<file path="src/rtl/bus_xfer_ctrl.sv">
// bus_xfer_ctrl
//   Sequencer for one register-to-register move over the shared bus.
//   A request (src, dst, inc) is taken over a valid/ready handshake, the
//   source is enabled onto the bus for SETTLE_CYCLES cycles, the destination
//   is strobed with LOAD (bus value captured into XFER_DATA on that cycle),
//   the source optionally gets a COUNT pulse, and DONE pulses.
//   Illegal requests (index out of range, src == dst) give one ERROR pulse.
//
// Ports
//   CLOCK, RESET            rising-edge clock, synchronous active-high reset
//   REQ_VALID / REQ_READY   request handshake; READY only while idle
//   REQ_SRC, REQ_DST        register indices (latched on accept)
//   REQ_INC                 post-increment the source after the load
//   BUS_IN                  observed shared bus
//   ENABLE_OUT              one-hot/zero source bus-drive enable
//   LOAD_OUT                one-hot/zero destination load strobe
//   COUNT_OUT               one-hot/zero source increment strobe
//   XFER_DATA               bus value captured on the last LOAD cycle
//   DONE, ERROR             one-cycle completion / rejection pulses
module bus_xfer_ctrl #(
    parameter int NUM_REGS      = 8,
    parameter int SEL_WIDTH     = 3,
    parameter int BUS_WIDTH     = 16,
    parameter int SETTLE_CYCLES = 1
) (
    input  logic                 CLOCK,
    input  logic                 RESET,
    input  logic                 REQ_VALID,
    output logic                 REQ_READY,
    input  logic [SEL_WIDTH-1:0] REQ_SRC,
    input  logic [SEL_WIDTH-1:0] REQ_DST,
    input  logic                 REQ_INC,
    input  logic [BUS_WIDTH-1:0] BUS_IN,
    output logic [NUM_REGS-1:0]  ENABLE_OUT,
    output logic [NUM_REGS-1:0]  LOAD_OUT,
    output logic [NUM_REGS-1:0]  COUNT_OUT,
    output logic [BUS_WIDTH-1:0] XFER_DATA,
    output logic                 DONE,
    output logic                 ERROR
);

    if (SETTLE_CYCLES < 1 || SETTLE_CYCLES > 15) begin : g_bad_settle
        $error("bus_xfer_ctrl: SETTLE_CYCLES must be in 1..15");
    end

    localparam logic [3:0] SETTLE_INIT = 4'(SETTLE_CYCLES);

    typedef enum logic [2:0] {
        S_IDLE,
        S_ERR,
        S_DRIVE,
        S_LOADS,
        S_CNT,
        S_FIN
    } state_t;

    // Latched request; held unchanged for the whole transfer.
    typedef struct packed {
        logic [SEL_WIDTH-1:0] src;
        logic [SEL_WIDTH-1:0] dst;
        logic                 inc;
    } req_t;

    state_t               state_q, state_d;
    req_t                 req_q, req_d;
    logic [3:0]           settle_q, settle_d;
    logic [BUS_WIDTH-1:0] xfer_q, xfer_d;

    logic req_ok;

    always_ff @(posedge CLOCK) begin
        if (RESET) begin
            state_q  <= S_IDLE;
            req_q    <= '0;
            settle_q <= '0;
            xfer_q   <= '0;
        end else begin
            state_q  <= state_d;
            req_q    <= req_d;
            settle_q <= settle_d;
            xfer_q   <= xfer_d;
        end
    end

    // Validation only matters at the accept edge; the result is folded into
    // the next state so no strobe ever depends on the live request inputs.
    always_comb begin
        req_ok = (int'(REQ_SRC) < NUM_REGS) &&
                 (int'(REQ_DST) < NUM_REGS) &&
                 (REQ_SRC != REQ_DST);
    end

    always_comb begin
        state_d  = state_q;
        req_d    = req_q;
        settle_d = settle_q;
        xfer_d   = xfer_q;
        case (state_q)
            S_IDLE: begin
                if (REQ_VALID) begin
                    req_d.src = REQ_SRC;
                    req_d.dst = REQ_DST;
                    req_d.inc = REQ_INC;
                    if (req_ok) begin
                        state_d  = S_DRIVE;
                        settle_d = SETTLE_INIT;
                    end else begin
                        state_d  = S_ERR;
                    end
                end
            end
            S_ERR:   state_d = S_IDLE;
            S_DRIVE: begin
                // '<= 1' rather than '== 1' so a zero count can never wrap.
                if (settle_q <= 4'd1) begin
                    state_d = S_LOADS;
                end else begin
                    settle_d = settle_q - 4'd1;
                end
            end
            S_LOADS: begin
                xfer_d  = BUS_IN;
                state_d = req_q.inc ? S_CNT : S_FIN;
            end
            S_CNT:   state_d = S_FIN;
            S_FIN:   state_d = S_IDLE;
            default: state_d = S_IDLE;
        endcase
    end

    // Output decode purely from registered state and latched indices.
    always_comb begin
        ENABLE_OUT = '0;
        LOAD_OUT   = '0;
        COUNT_OUT  = '0;
        for (int i = 0; i < NUM_REGS; i++) begin
            ENABLE_OUT[i] = (state_q == S_DRIVE || state_q == S_LOADS) &&
                            (int'(req_q.src) == i);
            // dst != src is guaranteed by validation; the extra term keeps
            // LOAD off the driving register even if that ever changed.
            LOAD_OUT[i]   = (state_q == S_LOADS) && (int'(req_q.dst) == i) &&
                            (req_q.dst != req_q.src);
            COUNT_OUT[i]  = (state_q == S_CNT) && (int'(req_q.src) == i);
        end
    end

    assign REQ_READY = (state_q == S_IDLE);
    assign DONE      = (state_q == S_FIN);
    assign ERROR     = (state_q == S_ERR);
    assign XFER_DATA = xfer_q;

endmodule

</file>
<file path="config.mk">
export PLATFORM = sky130hd
export DESIGN_NAME = bus_xfer_ctrl
export DESIGN_NICKNAME = d
export VERILOG_FILES = /design/src/rtl/bus_xfer_ctrl.sv
export SDC_FILE = /design/constraint.sdc
export NUM_CORES = 1
export LEC_CHECK = 0
export BUFFER_PORTS_ARGS = -buffer_cell sky130_fd_sc_hd__buf_2
export CAP_MARGIN = 20
export CORE_UTILIZATION = 33
export CTS_CLUSTER_SIZE = 10
export DETAILED_ROUTE_END_ITERATION = 12
export GPL_TIMING_DRIVEN = 0
export PLACE_DENSITY = 0.69
export RECOVER_POWER = 50
export SYNTH_ARGS = -nofsm -noshare
export SYNTH_HDL_FRONTEND = slang
export SYNTH_SLANG_ARGS = --single-unit
</file>
<file path="constraint.sdc">
create_clock -name CLOCK -period 2.75 [get_ports CLOCK]
set_clock_uncertainty 0.15 [all_clocks]
set_input_delay 0.275 -clock CLOCK [delete_from_list [all_inputs] [get_ports CLOCK]]
set_output_delay 0.275 -clock CLOCK [all_outputs]
set_load 0.03 [all_outputs]
</file>
Word-level counts from Yosys, hierarchy flattened
Cells that the tools add are included.
{"block": "word_totals", "output_inout_bits": 43, "wordCells": 82, "register_bits": 30, "input_bits": 26}
{"block": "op_classes", "reduce_logical": 40, "n_addsub": 1, "n_mux": 9, "eq_ne": 25, "magnitude_cmp": 1}
{"op": "$logic_and A1 B1 Y1", "count": 32}
{"op": "$eq A3 B3 Y1 const B", "count": 10}
{"op": "$eq A3 B2 Y1 const B", "count": 6}
{"op": "$mux W4", "count": 3}
{"op": "$pmux W3 S4", "count": 1}
{"op": "$eq A3 B1 Y1 const B", "count": 3}
{"op": "$logic_not A3 Y1", "count": 3}
{"op": "$pmux W4 S2", "count": 1}
{"op": "$mux W3", "count": 2}
{"op": "$ne A2 B2 Y1 const B", "count": 3}
{"op": "$ne A3 B3 Y1", "count": 2}
{"op": "$le A4 B1 Y1 const B", "count": 1}
{"op": "$reduce_and A2 Y1", "count": 2}
{"op": "$reduce_and A4 Y1", "count": 1}
{"op": "$sub A4 B1 Y4 const B", "count": 1}
{"op": "$mux W2", "count": 1}
{"op": "$ne A2 B1 Y1 const B", "count": 1}
{"op": "$reduce_bool A2 Y1", "count": 1}
{"op": "$logic_or A1 B1 Y1", "count": 1}
{"op": "$mux W1", "count": 1}

Longest topological paths before layout
Gate-level depths: netlist of run 1.
{"block": "logic_depth", "ltp_word": 4, "depth_mapped": 6}

Least setup slack after synthesis of run 1
No wires, ideal clock.
{"block": "synth_path", "path_type": "reg2out", "start": "register state_q[1]", "end": "output LOAD_OUT[4]", "required_time_ps": 2325, "t_arrival_ps": 1643, "slack_ps": 682, "path_stages_with_launch": 6, "n_path_buf": 1, "cell_sequence": "dfxtp_1 > buf_4 > nand3b_2 > a31oi_1 > nand2_1 > nor3_1"}
{"block": "synth_between", "elab_chain_cells": 3}
{"element": "start, declared", "line_no": "64", "source": "state_t state_q, state_d;"}
{"element": "start signal, assigned", "line_no": "78", "source": "state_q <= state_d;"}
{"element": "$eq A3 B2 Y1", "line_no": "141", "source": "LOAD_OUT[i] = (state_q == S_LOADS) && (int'(req_q.dst) == i) &&"}
{"element": "$logic_and A1 B1 Y1 (2 in a row)", "line_no": "141"}
{"element": "end, declared", "line_no": "35", "source": "output logic [NUM_REGS-1:0] LOAD_OUT,"}
Every way passes these cells.

Final worst setup path of run 1
Ends and elaborated chain as after synthesis.

==> qor.csv, run 1 <==
stage,metric,value,unit
setup_path,crit_type,flip-flop to primary output,
power_and_ir_drop,p_clk_frac,0.340,
synth,synth_edf_count,0,
setup_path,critical_path_required,2.33,ns
cts,cts_resized,0,
final_layout,final_cells,324,
floorplan,rows,24,
synth,synth_area_leaders,"dfxtp_1, nand2_1, a21oi_1",
synth,syn_inst,196,
setup_path,worstPathArrival,1.92,ns
cts,tritoncts,built,
timing,hold_viol,0,
floorplan,die_area,0.004780,mm2
synth,synth_ff_type,dfxtp_1,
power_and_ir_drop,ir_drop,0.2894,mV
setup_path,crit_chain,"buf_4, nand3b_1, a31oi_1, nand2_1, nor3_1, buf_2",
placement,placed_cells,316,
cts,path_clk_slew,0.07,ns
synth,synth_top_family_by_area,simple AND/OR/NAND/NOR gates,
flow_run,maxCapViolCount,0,
timing,rsz0062_at_grt,false,
timing,tns,0,ns
power_and_ir_drop,comb_power_share,0.212,
placement,numPortBuffers,68,
setup_path,path_max_fanout,10,
placement,hpwl,2.612,mm
setup_path,cpMaxStageDelayCell,dfxtp_1,
synth,synthMuxAreaShare,0.006728,
setup_path,r2r_cells,6,
placement,gp_congestion,0.7415,
timing,finalCritPeriodShare,0.8528,
grt,grt_pass1_vias,1281,
synth,synth_compound_area_frac,0.1531,
synth,synthSimpleGateAreaFrac,0.3331,
floorplan,core,0.004354,mm2
timing,fmax,426.4,MHz
synth,synth_cell_types,39,
placement,placed_area,0.001893,mm2
grt,grt_overflow,0,
final_layout,area.growth.synth_to_final,31.46,%
setup_path,start_kind,flip-flop,
final_layout,design_area,0.001956,mm2
timing,worst_pin_slew,0.4736,ns
final_layout,post_route_cells_drive_above_1_share,0.2537,
grt,grt_pass1_wl,5.920,mm
cts,cts-root-buf,clkbuf_8,
grt,grt_util_all_layers,0.1480,
final_layout,final_common_cell,buf_2,
power_and_ir_drop,internal-power,0.7462,mW
cts,cts.sinks,30,
route,drc,0,
timing,slew_viol_final,0,
synth,ys_seq_elements,30,
final_layout,antenna_cells,0,
power_and_ir_drop,switching_share,0.3000,
power_and_ir_drop,power_density,545.1,mW/mm2
floorplan,ios,69,
cts,holdBufCountCts,0,
setup_path,cp-end-kind,primary output,
cts,cts_setup_buffers,0,
setup_path,r2r_setup_slack,1.03,ns
grt,grt_max_degree,11,
floorplan,die_x,69.14,um
synth,async_flop_share,0,
timing,worst_hold_slack,0.08502,ns
synth,ys_warn_count,0,
route,drt_iter0_markers,48,
status,status,finished clean,
synth,yosys.area_share.adder,0.01682,
route,drt-vias-per-instance,4.608,
cts,numCtsBuffers,5,
route,ant_nets,0,
synth,synth-xor-area-share,0.03532,
timing,setup_viol,0,
min_path,hold_path_class,input pin to flip-flop,
timing,min_period,2.345,ns
synth,synth_top_cell_area_share,0.4037,
synth,yosysTopAreaCell,dfxtp_1,
timing,max_slew_margin,0.6843,
cts,cts_buffer_depth,2,
final_layout,num-nets-final,299,
setup_path,startpoint,state_q[1],
setup_path,regToRegEndpoint,req_q[1],
floorplan,start_util,0.3417,
floorplan,die_h,69.14,um
setup_path,crit_end,LOAD_OUT[4],
route,wirelength,3.525,mm
synth,synth_nets,224,
grt,grt_antenna_before_repair,0,
cts,cts_max_level,2,
power_and_ir_drop,p_switching,0.3198,mW
synth,synth_area,0.001488,mm2
route,route.vias.total,1493,
synth,synth-seq-area-share,0.4037,
power_and_ir_drop,p_leak,0.8135,nW
route,first_pass_iters,4,
final_layout,final_util,0.4491,
synth,avgSynthCellArea,7.590,um2
route,routedWlPerCell,10.88,um
final_layout,mostFrequentLayoutCells,"buf_2, nand2_1, dfxtp_1, a21oi_1, clkbuf_1",
power_and_ir_drop,p_seq_frac,0.448,
setup_path,r2r_start,state_q[0],
setup_path,max_stage_delay,0.38,ns
cts,clock_latency,0.27,ns
==> cells by family after synthesis <==
group	count (synthesis)
simple gates	104
compound gates	38
flops	30
xor+xnor	6
fa+ha+maj	2
buf+inv	15
mux	1
==> state kept, by name, indices dropped and copies added, names as in the netlist <==
| signal | flops |
|---|---|
| XFER_DATA | 16 |
| req_q | 7 |
| settle_q | 4 |
| state_q | 3 |
==> synth_stat cells, types with 2 or more instances <==
master	number
and3b_1	2
nor3_1	6
inv_1	3
a31oi_1	2
buf_4	2
and3_1	2
buf_2	3
nor2_1	21
nand2b_1	8
nand2_1	51
clkbuf_1	5
a21oi_1	27
xnor2_1	6
nand3_1	2
nor3_2	2
ha_1	2
dfxtp_1	30
==> worst max-delay path: cells and delay by family, from the launching register on <==
kind / cells / cell delay [ns]
simple gates: 3 / 0.58
compound gates: 1 / 0.29
flops: 1 / 0.38
buf+inv: 2 / 0.41
==> area by class of cell <==
class                   instances  area [um2]
plain buffers                  12       62.56
clock buffers                   6       82.58
clock inverters                 2       12.51
fillers                       482        2399
inverters                       3       11.26
multi-input cells             151       802.0
flip-flops and latches         30       600.6
well taps                      52       65.06
repair buffers                 68       319.1
==> stage by stage <==
step / power, mW / worst slack, ns
finish: 1.066 / 0.4048
global route: 1.133 / 0.2084
CTS: 1.089 / 0.5020
detailed placement: 0.7197 / 0.8084
global placement: 0.7162 / 0.8113
floorplan: 0.6523 / 0.6820
==> layer usage <==
layer / GRT usage / vias up / share of wire
met3: 0.03509 / 0 / 0.060
met5: 0 / - / 0
met4: 0.03401 / 0 / 0
met1: 0.1956 / 648 / 0.48
met2: 0.2438 / 46 / 0.46
li1: - / 799 / -
==> worst min-delay path by stage <==
| stage | from | end | slack (ns) | cells past startpoint |
|---|---|---|---|---|
| floorplan | REQ_INC | req_q[0] | 0.26 | 2 |
| global placement | XFER_DATA[1] | XFER_DATA[1] | 0.29 | 2 |
| detailed placement | XFER_DATA[11] | XFER_DATA[11] | 0.29 | 2 |
| CTS | BUS_IN[10] | XFER_DATA[10] | 0.08 | 3 |
| global route | BUS_IN[10] | XFER_DATA[10] | 0.08 | 3 |
| finish | BUS_IN[10] | XFER_DATA[10] | 0.09 | 3 |
==> power groups by stage <==
stage | Combinational [mW] | Sequential, mW | Clock (mW)
floorplan | 0.156 | 0.497 | 0
global placement | 0.229 | 0.487 | 0
detailed placement | 0.232 | 0.488 | 0
CTS | 0.233 | 0.478 | 0.378
global route | 0.251 | 0.482 | 0.400
finish | 0.226 | 0.478 | 0.362
Note: power is estimated with default switching activity, not from simulation.
==> run 2, diff against run 1 <==
- clock period: 2.75 -> 2.4 ns (I/O delays scaled with it)
==> run 2 against run 1 <==
  * Flip-flop and latch count unchanged
  * Sequential power increased by 15%
  * Global-route usage unchanged
  * Die area unchanged
  * Setup slack got worse by 0.18 ns
  * Register-to-register slack got worse by 0.37 ns
  * Worst hold slack got worse by 0.035 ns
  * Combinational power increased by 15%
  * Final cell count unchanged
  * Critical path depth unchanged
  * Final area about the same
  * Critical path type unchanged
  * Largest power group unchanged
==> qor.csv, run 2 (synthesized netlist as in run 1, its figures left out) <==
stage,metric,value,unit,change
status,status,finished clean,,
setup_path,cp.depth,6,,unchanged
floorplan,die_h,69.14,um,unchanged
route,wirelength,3.514,mm,-0.31%
power_and_ir_drop,power,1.222,mW,+15%
placement,place_ws,0.4934,ns,-0.3150 ns
final_layout,n_fill_cell,482,,unchanged
setup_path,path_delay_family,simple AND/OR/NAND/NOR gates,,
setup_path,r2r_setup_slack,0.66,ns,-0.37 ns
setup_path,r2r_start,state_q[0],,
power_and_ir_drop,ir_drop,0.3324,mV,+15%
timing,fin_ws,0.2269,ns,-0.1779 ns
setup_path,crit_end,LOAD_OUT[4],,
placement,gp_congestion,0.7415,,unchanged
route,ant_nets,0,,unchanged
final_layout,register_area,600.6,um2,unchanged
final_layout,num-nets-final,299,,unchanged
floorplan,rows,24,,unchanged
grt,grt_antenna_before_repair,0,,unchanged
power_and_ir_drop,switching_share,0.3008,,+0.0008274
grt,grt_max_degree,11,,unchanged
setup_path,r2r_cells,6,,unchanged
floorplan,die_area,0.004780,mm2,unchanged
floorplan,die_x,69.14,um,unchanged
cts,cts_setup_buffers,0,,unchanged
setup_path,regToRegEndpoint,XFER_DATA[6],,
timing,worst_pin_slew,0.4596,ns,-0.01394 ns
power_and_ir_drop,internal-power,0.8547,mW,+15%
route,route.vias.total,1495,,+0.13%
cts,path_clk_slew,0.07,ns,about the same
route,drt_iter0_markers,65,,+35%
placement,numPortBuffers,68,,unchanged
power_and_ir_drop,p_leak,0.8072,nW,-0.78%
min_path,min_from,BUS_IN[10],,
final_layout,largest_reg_flops,16,,unchanged
min_path,hold_path_class,input pin to flip-flop,,
cts,cts_max_level,2,,unchanged
timing,min_period,2.173,ns,
route,drc,0,,unchanged
power_and_ir_drop,p_switching,0.3678,mW,+15%
power_and_ir_drop,p_clk_frac,0.340,,about the same
grt,grt_util_all_layers,0.1480,,unchanged
cts,cts.sinks,30,,unchanged
cts,numCtsBuffers,5,,unchanged
setup_path,cpMaxStageDelayCell,dfxtp_1,,
power_and_ir_drop,p_seq_frac,0.448,,about the same
final_layout,area.growth.synth_to_final,31.54,%,about the same
timing,setup_viol,0,,unchanged
route,drt-vias-per-instance,4.614,,+0.13%
setup_path,startpoint,state_q[1],,
final_layout,mostFrequentLayoutCells,"nand2_1, buf_2, dfxtp_1, a21oi_1, clkbuf_1",,
floorplan,core,0.004354,mm2,unchanged
grt,grt_pass1_vias,1281,,unchanged
power_and_ir_drop,power_density,624.7,mW/mm2,+15%
floorplan,ios,69,,unchanged
power_and_ir_drop,comb_power_share,0.212,,about the same
setup_path,crit_buf_inv,2,,unchanged
cts,clock_latency,0.27,ns,about the same
cts,cts_resized,0,,unchanged
setup_path,path_max_fanout,10,,unchanged
setup_path,cp-end-kind,primary output,,
route,routedWlPerCell,10.85,um,-0.31%
floorplan,start_util,0.3417,,unchanged
timing,slew_viol_final,0,,unchanged
grt,grt_overflow,0,,unchanged
setup_path,max_stage_delay,0.38,ns,about the same
grt,grt_pass1_wl,5.920,mm,unchanged
timing,max_slew_margin,0.6936,,+0.009294
timing,fmax,460.2,MHz,
final_layout,final_common_cell,nand2_1,,
setup_path,worstPathArrival,1.78,ns,-0.14 ns
route,first_pass_iters,6,,+2
setup_path,critical_path_required,2.01,ns,-0.32 ns
timing,tns,0,ns,unchanged
final_layout,multiInputGateArea,805.8,um2,+0.47%
final_layout,antenna_cells,0,,unchanged
timing,hold_viol,0,,unchanged
cts,cts-root-buf,clkbuf_8,,
min_path,min_path_cells,3,,unchanged
flow_run,maxCapViolCount,0,,unchanged
final_layout,post_route_cells_drive_above_1_share,0.2500,,-0.003676
cts,holdBufCountCts,0,,unchanged
setup_path,crit_chain,"buf_4, nand3b_2, a31oi_1, nand2_1, nor3_1, buf_2",,
timing,rsz0062_at_grt,false,,
setup_path,crit_type,flip-flop to primary output,,
timing,finalCritPeriodShare,0.9054,,
setup_path,start_kind,flip-flop,,
cts,cts_buffer_depth,2,,unchanged
placement,hpwl,2.612,mm,unchanged
cts,tritoncts,built,,
[run 2: area by class of cell]
| type | instances | area share |
|---|---|---|
| Multi-Input combinational cell | 151 | 0.4118 |
| Sequential cell | 30 | 0.3069 |
| Timing Repair Buffer | 68 | 0.1624 |
| Clock buffer | 6 | 0.04220 |
| Tap cell | 52 | 0.03325 |
| Buffer | 12 | 0.03133 |
| Clock inverter | 2 | 0.006394 |
| Inverter | 3 | 0.005754 |
[run 2: tightest hold or removal path, stage by stage]
cell	delay, ns
buf_2	0.09
nand2_1	0.04
a21oi_1	0.05
[run 2: worst min-delay path by stage]
stage / to / slack (ns)
CTS: XFER_DATA[10] / 0.04
floorplan: req_q[0] / 0.23
global route: XFER_DATA[10] / 0.04
finish: XFER_DATA[10] / 0.05
detailed placement: XFER_DATA[11] / 0.29
global placement: XFER_DATA[1] / 0.29
[run 2: power groups by stage]
stage / logic, mW / registers (mW) / clock network, mW
global route: 0.288 / 0.552 / 0.458
finish: 0.259 / 0.548 / 0.416
detailed placement: 0.266 / 0.559 / 0
floorplan: 0.178 / 0.569 / 0
global placement: 0.262 / 0.558 / 0
CTS: 0.267 / 0.548 / 0.433
[run 2: per-layer routing]
layer	up-vias	GRT usage	wire length, um
met3	0	0.03509	207
li1	802	-	-
met2	44	0.2438	1630
met5	-	0	0
met1	649	0.1956	1676
met4	0	0.03401	0
[run 2: per-stage QoR]
stage,hold slack [ns],std cells,util,cell area (um2)
finish,0.04992,324,0.4494,1957
global route,0.04357,324,0.4494,1957
CTS,0.04232,324,0.4566,1988
detailed placement,0.2933,316,0.4348,1893
global placement,0.2891,316,0.4348,1893
floorplan,0.2260,196,-,1488
